`src/rtl/parking_gate_controller.sv`:
```
// rtl/parking_gate_controller.sv - entry/exit barrier sequencer with exit-priority arbitration and deny counting
// Optional night lockout of entries is built when PARKING_NIGHT_LOCK_EN is defined (adds the hour input).
module parking_gate_controller #(
   parameter int OPEN_CYCLES = 4,
   parameter int DENY_CNT_W  = 8
) (
   input  logic                  clk,
   input  logic                  reset,
   input  logic                  ent_req,
   input  logic                  ent_is_uni,
   input  logic                  ext_req,
   input  logic                  ext_is_uni,
   input  logic                  uni_is_vacated_space,
   input  logic                  is_vacated_space,
`ifdef PARKING_NIGHT_LOCK_EN
   input  logic [4:0]            hour,
`endif
   output logic                  car_entered,
   output logic                  is_uni_car_entered,
   output logic                  car_exited,
   output logic                  is_uni_car_exited,
   output logic                  ent_ack,
   output logic                  ent_deny,
   output logic                  ext_ack,
   output logic                  ent_gate_open,
   output logic                  ext_gate_open,
   output logic [DENY_CNT_W-1:0] deny_count
);

   // The GRANT cycle is the first open cycle; the counter covers the remaining OPEN_CYCLES-1.
   localparam int               CNT_W     = (OPEN_CYCLES > 2) ? $clog2(OPEN_CYCLES) : 1;
   localparam logic [CNT_W-1:0] OPEN_LOAD = CNT_W'(OPEN_CYCLES - 2);

   typedef enum logic [1:0] {ENT_IDLE, ENT_GRANT, ENT_OPEN, ENT_WAIT_DROP} ent_state_t;
   typedef enum logic [1:0] {EXT_IDLE, EXT_GRANT, EXT_OPEN} ext_state_t;

   ent_state_t            ent_state_q, ent_state_d;
   ext_state_t            ext_state_q, ext_state_d;
   logic [CNT_W-1:0]      ent_cnt_q, ent_cnt_d;
   logic [CNT_W-1:0]      ext_cnt_q, ext_cnt_d;
   logic [DENY_CNT_W-1:0] deny_count_q, deny_count_d;
   logic car_entered_q, car_entered_d;
   logic is_uni_car_entered_q, is_uni_car_entered_d;
   logic car_exited_q, car_exited_d;
   logic is_uni_car_exited_q, is_uni_car_exited_d;
   logic ent_ack_q, ent_ack_d;
   logic ent_deny_q, ent_deny_d;
   logic ext_ack_q, ext_ack_d;
   logic ent_gate_open_q, ent_gate_open_d;
   logic ext_gate_open_q, ext_gate_open_d;

   logic ext_elig;
   logic ent_elig;
   logic ent_space;
   logic ent_locked;

   // Exit wins a simultaneous request because it frees space; entry retries next cycle.
   assign ext_elig  = (ext_state_q == EXT_IDLE) && ext_req;
   assign ent_elig  = (ent_state_q == ENT_IDLE) && ent_req && !ext_elig;
   assign ent_space = ent_is_uni ? uni_is_vacated_space : is_vacated_space;
`ifdef PARKING_NIGHT_LOCK_EN
   assign ent_locked = (hour < 5'd7) || (hour >= 5'd22);
`else
   assign ent_locked = 1'b0;
`endif

   // Exit gate: strobe on the grant, hold the barrier open, never refuse.
   always_comb begin
      ext_state_d         = ext_state_q;
      ext_cnt_d           = ext_cnt_q;
      car_exited_d        = 1'b0;
      is_uni_car_exited_d = 1'b0;
      ext_ack_d           = 1'b0;
      case (ext_state_q)
         EXT_IDLE: begin
            if (ext_elig) begin
               ext_state_d         = EXT_GRANT;
               car_exited_d        = 1'b1;
               is_uni_car_exited_d = ext_is_uni;
               ext_ack_d           = 1'b1;
            end
         end
         EXT_GRANT: begin
            ext_state_d = EXT_OPEN;
            ext_cnt_d   = OPEN_LOAD;
         end
         EXT_OPEN: begin
            if (ext_cnt_q == '0) ext_state_d = EXT_IDLE;
            else                 ext_cnt_d   = ext_cnt_q - CNT_W'(1);
         end
         default: ext_state_d = EXT_IDLE;
      endcase
      ext_gate_open_d = (ext_state_d == EXT_GRANT) || (ext_state_d == EXT_OPEN);
   end

   // Entry gate: grant on vacancy, otherwise deny once and wait for the request to drop.
   always_comb begin
      ent_state_d          = ent_state_q;
      ent_cnt_d            = ent_cnt_q;
      deny_count_d         = deny_count_q;
      car_entered_d        = 1'b0;
      is_uni_car_entered_d = 1'b0;
      ent_ack_d            = 1'b0;
      ent_deny_d           = 1'b0;
      case (ent_state_q)
         ENT_IDLE: begin
            if (ent_elig) begin
               if (ent_space && !ent_locked) begin
                  ent_state_d          = ENT_GRANT;
                  car_entered_d        = 1'b1;
                  is_uni_car_entered_d = ent_is_uni;
                  ent_ack_d            = 1'b1;
               end else begin
                  ent_state_d = ENT_WAIT_DROP;
                  ent_deny_d  = 1'b1;
                  if (deny_count_q != '1) deny_count_d = deny_count_q + DENY_CNT_W'(1);
               end
            end
         end
         ENT_GRANT: begin
            ent_state_d = ENT_OPEN;
            ent_cnt_d   = OPEN_LOAD;
         end
         ENT_OPEN: begin
            if (ent_cnt_q == '0) ent_state_d = ENT_IDLE;
            else                 ent_cnt_d   = ent_cnt_q - CNT_W'(1);
         end
         ENT_WAIT_DROP: begin
            if (!ent_req) ent_state_d = ENT_IDLE;
         end
         default: ent_state_d = ENT_IDLE;
      endcase
      ent_gate_open_d = (ent_state_d == ENT_GRANT) || (ent_state_d == ENT_OPEN);
   end

   // State and registered outputs; reset clears everything at once, so an interrupted grant emits nothing.
   always_ff @(posedge clk or negedge reset) begin
      if (!reset) begin
         ent_state_q          <= ENT_IDLE;
         ext_state_q          <= EXT_IDLE;
         ent_cnt_q            <= '0;
         ext_cnt_q            <= '0;
         deny_count_q         <= '0;
         car_entered_q        <= 1'b0;
         is_uni_car_entered_q <= 1'b0;
         car_exited_q         <= 1'b0;
         is_uni_car_exited_q  <= 1'b0;
         ent_ack_q            <= 1'b0;
         ent_deny_q           <= 1'b0;
         ext_ack_q            <= 1'b0;
         ent_gate_open_q      <= 1'b0;
         ext_gate_open_q      <= 1'b0;
      end else begin
         ent_state_q          <= ent_state_d;
         ext_state_q          <= ext_state_d;
         ent_cnt_q            <= ent_cnt_d;
         ext_cnt_q            <= ext_cnt_d;
         deny_count_q         <= deny_count_d;
         car_entered_q        <= car_entered_d;
         is_uni_car_entered_q <= is_uni_car_entered_d;
         car_exited_q         <= car_exited_d;
         is_uni_car_exited_q  <= is_uni_car_exited_d;
         ent_ack_q            <= ent_ack_d;
         ent_deny_q           <= ent_deny_d;
         ext_ack_q            <= ext_ack_d;
         ent_gate_open_q      <= ent_gate_open_d;
         ext_gate_open_q      <= ext_gate_open_d;
      end
   end

   assign car_entered        = car_entered_q;
   assign is_uni_car_entered = is_uni_car_entered_q;
   assign car_exited         = car_exited_q;
   assign is_uni_car_exited  = is_uni_car_exited_q;
   assign ent_ack            = ent_ack_q;
   assign ent_deny           = ent_deny_q;
   assign ext_ack            = ext_ack_q;
   assign ent_gate_open      = ent_gate_open_q;
   assign ext_gate_open      = ext_gate_open_q;
   assign deny_count         = deny_count_q;

endmodule

```
`config.mk`:
```
export PLATFORM = sky130hd
export DESIGN_NAME = parking_gate_controller
export DESIGN_NICKNAME = d
export VERILOG_FILES = /design/src/rtl/parking_gate_controller.sv
export SDC_FILE = /design/constraint.sdc
export NUM_CORES = 1
export LEC_CHECK = 0
export CORE_MARGIN = 10
export CORE_UTILIZATION = 52
export CTS_CLUSTER_SIZE = 16
export DETAILED_ROUTE_END_ITERATION = 6
export PLACE_DENSITY = 0.87
export SYNTH_ARGS = -nofsm -noshare
export SYNTH_HDL_FRONTEND = slang
export SYNTH_SLANG_ARGS = --single-unit
```
`constraint.sdc`:
```
create_clock -name clk -period 2.8 [get_ports clk]
set_clock_uncertainty 0.15 [all_clocks]
set_input_delay 0.56 -clock clk [delete_from_list [all_inputs] [get_ports clk]]
set_output_delay 0.56 -clock clk [all_outputs]
set_load 0.1 [all_outputs]
```
* After elaboration in Yosys (flattened, before gate mapping)
Index checks and enable logic that the tools add are counted.
** Operators by class
- $lt $le $gt $ge :: 0
- Eq/ne operators :: 12
- Multiply operators :: 0
- Bitwise logic cells :: 1
- Add/subtract/negate cells :: 3
- Multiplexer cells :: 26
- Divide/modulo/power cells :: 0
- Reduce and logical (&&, ||, !) cells :: 15
- Shifts and indexed selects :: 0
** Operators by type and width (number)
- 2-bit 2-to-1 mux :: 8
- 1-bit 2-to-1 mux :: 14
- 2-bit == test, second input constant :: 5
- 8-bit by 1-bit adder with 8-bit output, second input constant :: 1
- 2-bit by 1-bit == test with 1-bit output, second input constant :: 4
- 2-bit logical NOT :: 4
- 8-bit != test, second input constant :: 1
- 2-bit case mux with 2 select lines :: 2
- 2-bit case mux with 4 select lines :: 1
- 2-bit case mux with 3 select lines :: 1
- 2-bit != test, second input constant :: 2
- 2-bit AND reduction :: 2
- 4-bit AND reduction :: 1
- 2-bit nonzero test :: 2
- 2-bit by 1-bit subtractor with 2-bit output, second input constant :: 2
- 1-bit logical AND :: 3
- 1-bit logical OR :: 2
- 1-bit logical NOT :: 1
- 1-bit NOT :: 1
** Word-level totals
- Bits in read-only memories :: 0
- Bits in latches :: 0
- Bits in registers :: 23
- Input port bits :: 8
- Word-level logic and storage cells :: 69
- Output and inout port bits :: 17
- Memories :: 0
- Memory bits (writable) :: 0

* Depth between registers and ports, before layout
Gate-level depths: netlist of the first run.
- Depth after elaboration :: 8
- Depth in mapped cells :: 6
- Gate-level depth less buffers :: 6

* Least setup slack after synthesis of the first run
Ideal clock, no wire load.
- Path kind :: register to register
- From :: reg deny_count_q[0], in the netlist deny_count[0]
- To :: reg deny_count_q[1], in the netlist deny_count[1]
- Arrival :: 2.060 ns
- Buffers on the path :: 0
- Data required time :: 2.522 ns
- Clock period less this slack :: 2.338 ns
- Stages on the path, launching flop included :: 6
- Library setup time :: 0.128 ns
- Path slack :: 0.462 ns
- Path through :: dfrtp_1 -> ha_1 -> nand3_1 -> nor2_1 -> nor2_2 -> mux2_1
** On the way
- Cells in the longest elaborated chain, start to end :: 2
- Elaborated cells between the ends (all ways) :: 3
- Classes of those cells :: 1 x add/sub; 1 x eq/ne; 1 x reduce/logical
** RTL lines
- start: declaration :: RTL line 41 : logic [DENY_CNT_W-1:0] deny_count_q, deny_count_d;
- start signal: assignment :: RTL line 158 : deny_count_q <= deny_count_d;
- parallel branches: the longest is 2 deep, another holds 8-bit by 1-bit adder with 8-bit output
Parallel ways; which one is timed is not known.
A chain may end at the register's enable or synchronous reset.

* Worst setup path in the final report of the first run
- From :: in ent_is_uni
- To :: reg deny_count_q[7], in the netlist deny_count[7]
** On the way
- Cells in the longest elaborated chain, start to end :: 3
** RTL lines
- start: declaration :: RTL line 10 : input logic ent_is_uni,
- 1-bit 2-to-1 mux :: RTL line 60 : assign ent_space = ent_is_uni ? uni_is_vacated_space : is_vacated_space;
- 1-bit NOT (no line)
- 4-bit AND reduction (no line)
No other way between the ends.

==> impl_results.md, run 1 <==
- RePlAce Congestion: 0.8121
- Crit path max fanout: 9
- Final Non-Filler Cells: 148
- Most numerous cell in the Yosys netlist: dfrtp_1
- Slew headroom: 0.6755
- Share of cells above drive strength 1: 0.2314
- Starting Density: 0.5466
- Vias per Instance: 5.007
- # clock sinks: 23
- Vias in the first global route: 736
- Die X-Extent: 65.41 um
- CP max stage delay: 500 ps
- Gr usage total: 0.09567
- Sequential Power Share: 0.340
- Clock root buffer: clkbuf_4
- TritonRoute pass-1 iters: 2
- Final nets: 133
- Maxcap violations: 0
- Placed Instance Area: 0.001274 mm^2
- Crit path max-delay cell type: clkdlybuf4s50_1
- Htree depth: 1
- First-pass GRT wire length: 3339 um
- Combinational power share: 0.566
- Min Hold Slack: 357.3 ps
- Worst Max-Slew Pin Slew: 485.0 ps
- Pleak: 0.6676 nW
- Input/output buffers: 24
- Sequential area share after synthesis: 0.5368
- CTS tree: done
- Antenna violations before repair: 0
- Sw Ratio: 0.5308
- Ys async rst share: 1.000
- CP Cell Sequence: clkdlybuf4s50_1 -> mux2i_2 -> nand4_4 -> nor4_1 -> xor2_1
- VDD IR max: 0.6843 mV
- RR Endpoint: deny_count[1]
- WHS Endpoint: deny_count[7]
- Fin. Hold Viols: 0
- Crit path time final: 2077 ps
- Status: finished, final reports clean
- Worst EP required: 2890 ps
- Fmax: 0.4815 GHz
- Synth warn: 0
- # DRC: 0
- Number of synthesized flops with an enable pin: 0
- Commonest cells post-synth: 23 x dfrtp_1, 8 x nand2_1, 8 x nor2_1
- Fin Setup TNS: 0 ps
- Pwr Total: 1.590 mW
- Total CTS buffers: 3
- Fill cell count: 155
- Unrepaired setup endpoints after global routing: no
- RR Startpoint: ext_state_q[0]
- Clock Power Share: 0.094
- Cells after Synth: 96
- Clk buf depth: 2
- Initial DRC Count: 34
- Fin util: 0.6626
- Top FF cell, synth: dfrtp_1
- Area grow syn2layout: 21.24%
- DP Worst Slack: 389.1 ps
- Detailed Route WL: 1905 um
- Syn_area_per_cell: 11.17 um^2
- Psw: 844.3 uW
- FF-to-FF path depth: 4
- Die Area: 0.004278 mm^2
- P_int: 746.2 uW
- HP Class: flop to flop
- Mapped Area: 0.001072 mm^2
- Top post-synthesis cells by area: dfrtp_1 54%, xor2_1 5.7%, ha_1 3.5%
- WS Path Type: input port to flop
- Vias: 741
- Register Area: 575.6 um^2
- Post-CTS setup buffer count: 0
- Post-cts sizing count: 0
- Yosys top cell by area: dfrtp_1
- FP Rows: 16
- Routed WL per cell: 12.87 um
- Reg-to-reg slack, setup: 970 ps
- Core footprint: 0.001962 mm^2
- Hold Crit Depth: 1
- Final Max Tran Viols: 0
- Post-route ant nets: 0
- #FFs+latches synth: 23
- Final Cycle Share: 0.7418
- Finished Cell Area: 0.001300 mm^2
- Multi-input logic area: 432.9 um^2
- Final worst slack: 723.0 ps
- Chip Height: 65.41 um
- Worst-Skew Late Latency: 300 ps
- Hold wc startpoint: deny_count[7]
- Pin count of the biggest net entering global routing: 24
- Overflow after GRT: 0
- Worst Setup End Kind: flop
- Cell area power density: 1223 mW/mm^2
- Setup violators final: 0
- Post-synth cell types: 33
- Worst-path clk slew: 130 ps
- Synth Net Count: 107
- Hpwl dp: 1535 um
- Hold_buf cts: 0
- Cells after DPL: 144
- Crit start category: input port
- I/O pins: 25
- N_diodes: 0
- Top cell type's share of synthesized area: 0.5368
- CP arrival: 2170 ps
[worst max-delay path: cells and delay by family]
kind | cells | cell delay [ps]
xor gates and xnor gates | 1 | 170
buffers and inverters | 1 | 500
muxes | 1 | 320
and+or+nand+nor | 2 | 610
[flip-flops by register name, summed over array words and instances, names as in the netlist]
name and flops:
deny_count 8, ent_ack 1, ent_cnt_q 2, ent_deny 1, ent_gate_open 1, ent_state_q 2, ext_ack 1, ext_cnt_q 2
ext_gate_open 1, ext_state_q 2, is_uni_car_entered 1, is_uni_car_exited 1
[area by class of cell]
class / count / area share
multi-input cells: 62 / 0.3330
repair buffers: 25 / 0.1578
flip-flops and latches: 23 / 0.4427
well taps: 27 / 0.02599
inverters: 7 / 0.02021
clock buffers: 4 / 0.02021
[cells in the final DEF (no fill, tap or decap), types with 2 or more instances in the layout]
cell and n:
clkbuf_4 3, nor2_1 8, dfrtp_1 23, clkdlybuf4s50_1 7, inv_1 7, ha_1 3, xor2_1 7, mux2i_1 2
nor3_1 2, nor2b_1 2, o21ai_0 2, buf_4 18, nor4_1 3, a21oi_1 2, nand3_1 5, nand2_1 8
[worst max-delay path by stage]
stage                     slack, ps             to  cells past startpoint     startpoint
after global placement          430  deny_count[6]                      5     ent_is_uni
after global routing            580  deny_count[5]                      5     ent_is_uni
after detailed placement        390  deny_count[6]                      5     ent_is_uni
after CTS                       710  deny_count[7]                      5     ent_is_uni
final                           720  deny_count[7]                      5     ent_is_uni
after floorplan                 460  deny_count[1]                      5  deny_count[0]
[logic make-up (layout without fill, tap and decap cells)]
family | after synthesis | in the layout | synth area share
AOI/OAI and AO/OA | 10 | 10 | 0.06419
DFF | 23 | 23 | 0.5368
xor gates and xnor gates | 7 | 7 | 0.05718
and+or+nand+nor | 38 | 38 | 0.2054
buffers and inverters | 11 | 36 | 0.05951
muxes | 4 | 4 | 0.04200
adders and majority gates | 3 | 3 | 0.03501
[routing by layer]
metal,up-vias,track usage,part of all wire
met3,4,0.03220,0.071
met4,0,0.04813,0.021
met1,348,0.1070,0.43
li1,371,-,-
met2,18,0.1585,0.48
met5,-,0,0
[power groups by stage]
stage	Combinational, mW	Clock, mW	Sequential (mW)
global placement	0.878	0	0.542
global route	0.965	0.167	0.561
CTS	0.910	0.152	0.542
finish	0.901	0.149	0.541
detailed placement	0.910	0	0.549
floorplan	0.375	0	0.911
Power figures use the tool's default switching activity.
==> inputs of run 2 (changes only) <==
--- a/config.mk
+++ b/config.mk
@@ -6,10 +6,10 @@
 export NUM_CORES = 1
 export LEC_CHECK = 0
 export CORE_MARGIN = 10
-export CORE_UTILIZATION = 52
+export CORE_UTILIZATION = 48
 export CTS_CLUSTER_SIZE = 16
 export DETAILED_ROUTE_END_ITERATION = 6
-export PLACE_DENSITY = 0.87
+export PLACE_DENSITY = 0.81
 export SYNTH_ARGS = -nofsm -noshare
 export SYNTH_HDL_FRONTEND = slang
 export SYNTH_SLANG_ARGS = --single-unit
==> constraint.sdc (replaced) <==
create_clock -name clk -period 2.02 [get_ports clk]
set_clock_uncertainty 0.15 [all_clocks]
set_input_delay 0.404 -clock clk [delete_from_list [all_inputs] [get_ports clk]]
set_output_delay 0.404 -clock clk [all_outputs]
set_load 0.1 [all_outputs]
==> impl_results.md, run 2 (synthesized netlist as in run 1, its figures left out) <==
- Post-route ant nets: 0
- Worst Setup End Kind: flop
- RR Startpoint: deny_count[0]
- Reg-to-reg slack, setup: 170 ps
- # DRC: 0
- Clock root buffer: clkbuf_4
- Crit path time final: 1947 ps
- Fmax: 0.5137 GHz
- CP arrival: 2020 ps
- Commonest non-fill, non-tap cell in the layout: buf_12
- Pleak: 0.7388 nW
- Worst Max-Slew Pin Slew: 623.2 ps
- Antenna violations before repair: 0
- Input/output buffers: 24
- Crit path max fanout: 8
- Hold_buf cts: 0
- FP Rows: 17
- HP Class: input port to async pin
- Final Max Tran Viols: 0
- Vias in the first global route: 868
- Die X-Extent: 67.27 um
- Final Non-Filler Cells: 154
- Vias: 829
- N_diodes: 0
- Unrepaired setup endpoints after global routing: yes
- Worst-Skew Late Latency: 300 ps
- Final nets: 138
- Setup violators final: 0
- RePlAce Congestion: 0.8144
- Status: finished, final reports clean
- Worst-path clk slew: 120 ps
- Hpwl dp: 1910 um
- Core footprint: 0.002170 mm^2
- Pin count of the biggest net entering global routing: 24
- Min Hold Slack: 297.2 ps
- Worst EP required: 2090 ps
- Total CTS buffers: 3
- Cell area power density: 1580 mW/mm^2
- Clk buf depth: 2
- WS Path Type: input port to flop
- Htree depth: 1
- Routed WL per cell: 15.45 um
- Largest register FFs: 8
- CTS tree: done
- Slew headroom: 0.5830
- TritonRoute pass-1 iters: 4
- Maxcap violations: 0
- Most frequent cells in the layout: 17 x buf_12, 15 x dfrtp_1, 8 x nor2_1, 8 x nand2_1, 8 x dfrtp_2
- Fin. Hold Viols: 0
- Die Area: 0.004525 mm^2
- Detailed Route WL: 2379 um
- Crit start category: input port
- Gr usage total: 0.1097
- Initial DRC Count: 23
- Overflow after GRT: 0
- Chip Height: 67.27 um
- Share of cells above drive strength 1: 0.3492
- First-pass GRT wire length: 3953 um
- Final Cycle Share: 0.9636
- RR Endpoint: deny_count[1]
- Cells after DPL: 150
- I/O pins: 25
- Area grow syn2layout: 48.19%
- Fill cell count: 148
- Vias per Instance: 5.383
- FF-to-FF path depth: 5
- Starting Density: 0.4942
- VDD IR max: 0.9354 mV
- # clock sinks: 23
-- run 2: cell types whose count changed in the layout (fill, tap and decap cells not counted) --
| cell | before | now |
|---|---|---|
| nor4_1 | 3 | 0 |
| mux2i_2 | 1 | 0 |
| dfrtp_1 | 23 | 15 |
| buf_4 | 18 | 6 |
| nor4_2 | 0 | 3 |
| buf_12 | 0 | 17 |
| mux2i_4 | 0 | 1 |
| dfrtp_2 | 0 | 8 |
-- run 2: cell type report --
class	instances	area (um^2)	share of cell area
Sequential cell	23	585.6	0.3685
Multi-Input combinational cell	62	460.4	0.2898
Timing Repair Buffer	30	455.4	0.2866
Tap cell	28	35.03	0.02205
Clock buffer	4	26.28	0.01654
Inverter	7	26.28	0.01654
-- run 2: critical path: stages --
cell             delay [ps]
clkdlybuf4s50_1         550
mux2i_4                 290
nand4_4                 210
nor4_2                  400
xor2_1                  170
-- run 2: metal layers --
layer | vias to the layer above | wire length [um] | part of all wire | GRT usage
li1 | 387 | - | - | -
met1 | 413 | 921 | 0.39 | 0.1092
met2 | 27 | 1343 | 0.56 | 0.2192
met3 | 2 | 107 | 0.045 | 0.02810
met4 | 0 | 7 | 0.0029 | 0.02564
met5 | - | 0 | 0 | 0
-- run 2: worst max-delay path by stage --
stage	start	to	slack, ps	cells after the start
floorplan	deny_count[0]	deny_count[1]	7	5
global placement	ent_is_uni	deny_count[1]	-140	5
detailed placement	ent_is_uni	deny_count[6]	-330	5
CTS	ent_is_uni	deny_count[7]	40	5
global route	ent_is_uni	deny_count[5]	-30	5
finish	ent_is_uni	deny_count[5]	70	5
-- run 2: power by group --
group          switching [mW]  internal, mW  total, mW
clock                   0.127        0.0769      0.204
sequential              0.195         0.617      0.812
combinational           0.917         0.578       1.49
total                    1.24          1.27       2.51
-- run 2: repair_timing --
| action | 4_1_cts | 5_1_grt |
|---|---|---|
| setup endpoints to repair | 1 | 2 |
| resized for setup | 1 | 3 |
| setup buffers | 0 | 0 |
-- run 2: per-stage QoR --
step                power (mW)  TNS [ps]  setup slack [ps]    util  instance area [um^2]
global placement         2.254    -808.8            -141.2  0.7076                  1535
global route             2.646    -27.21            -27.21  0.7324                  1589
floorplan                1.790         0             7.496       -                  1082
CTS                      2.519         0             38.90  0.7226                  1568
finish                   2.511         0             73.47  0.7324                  1589
detailed placement       2.320     -1540            -330.4  0.7076                  1535
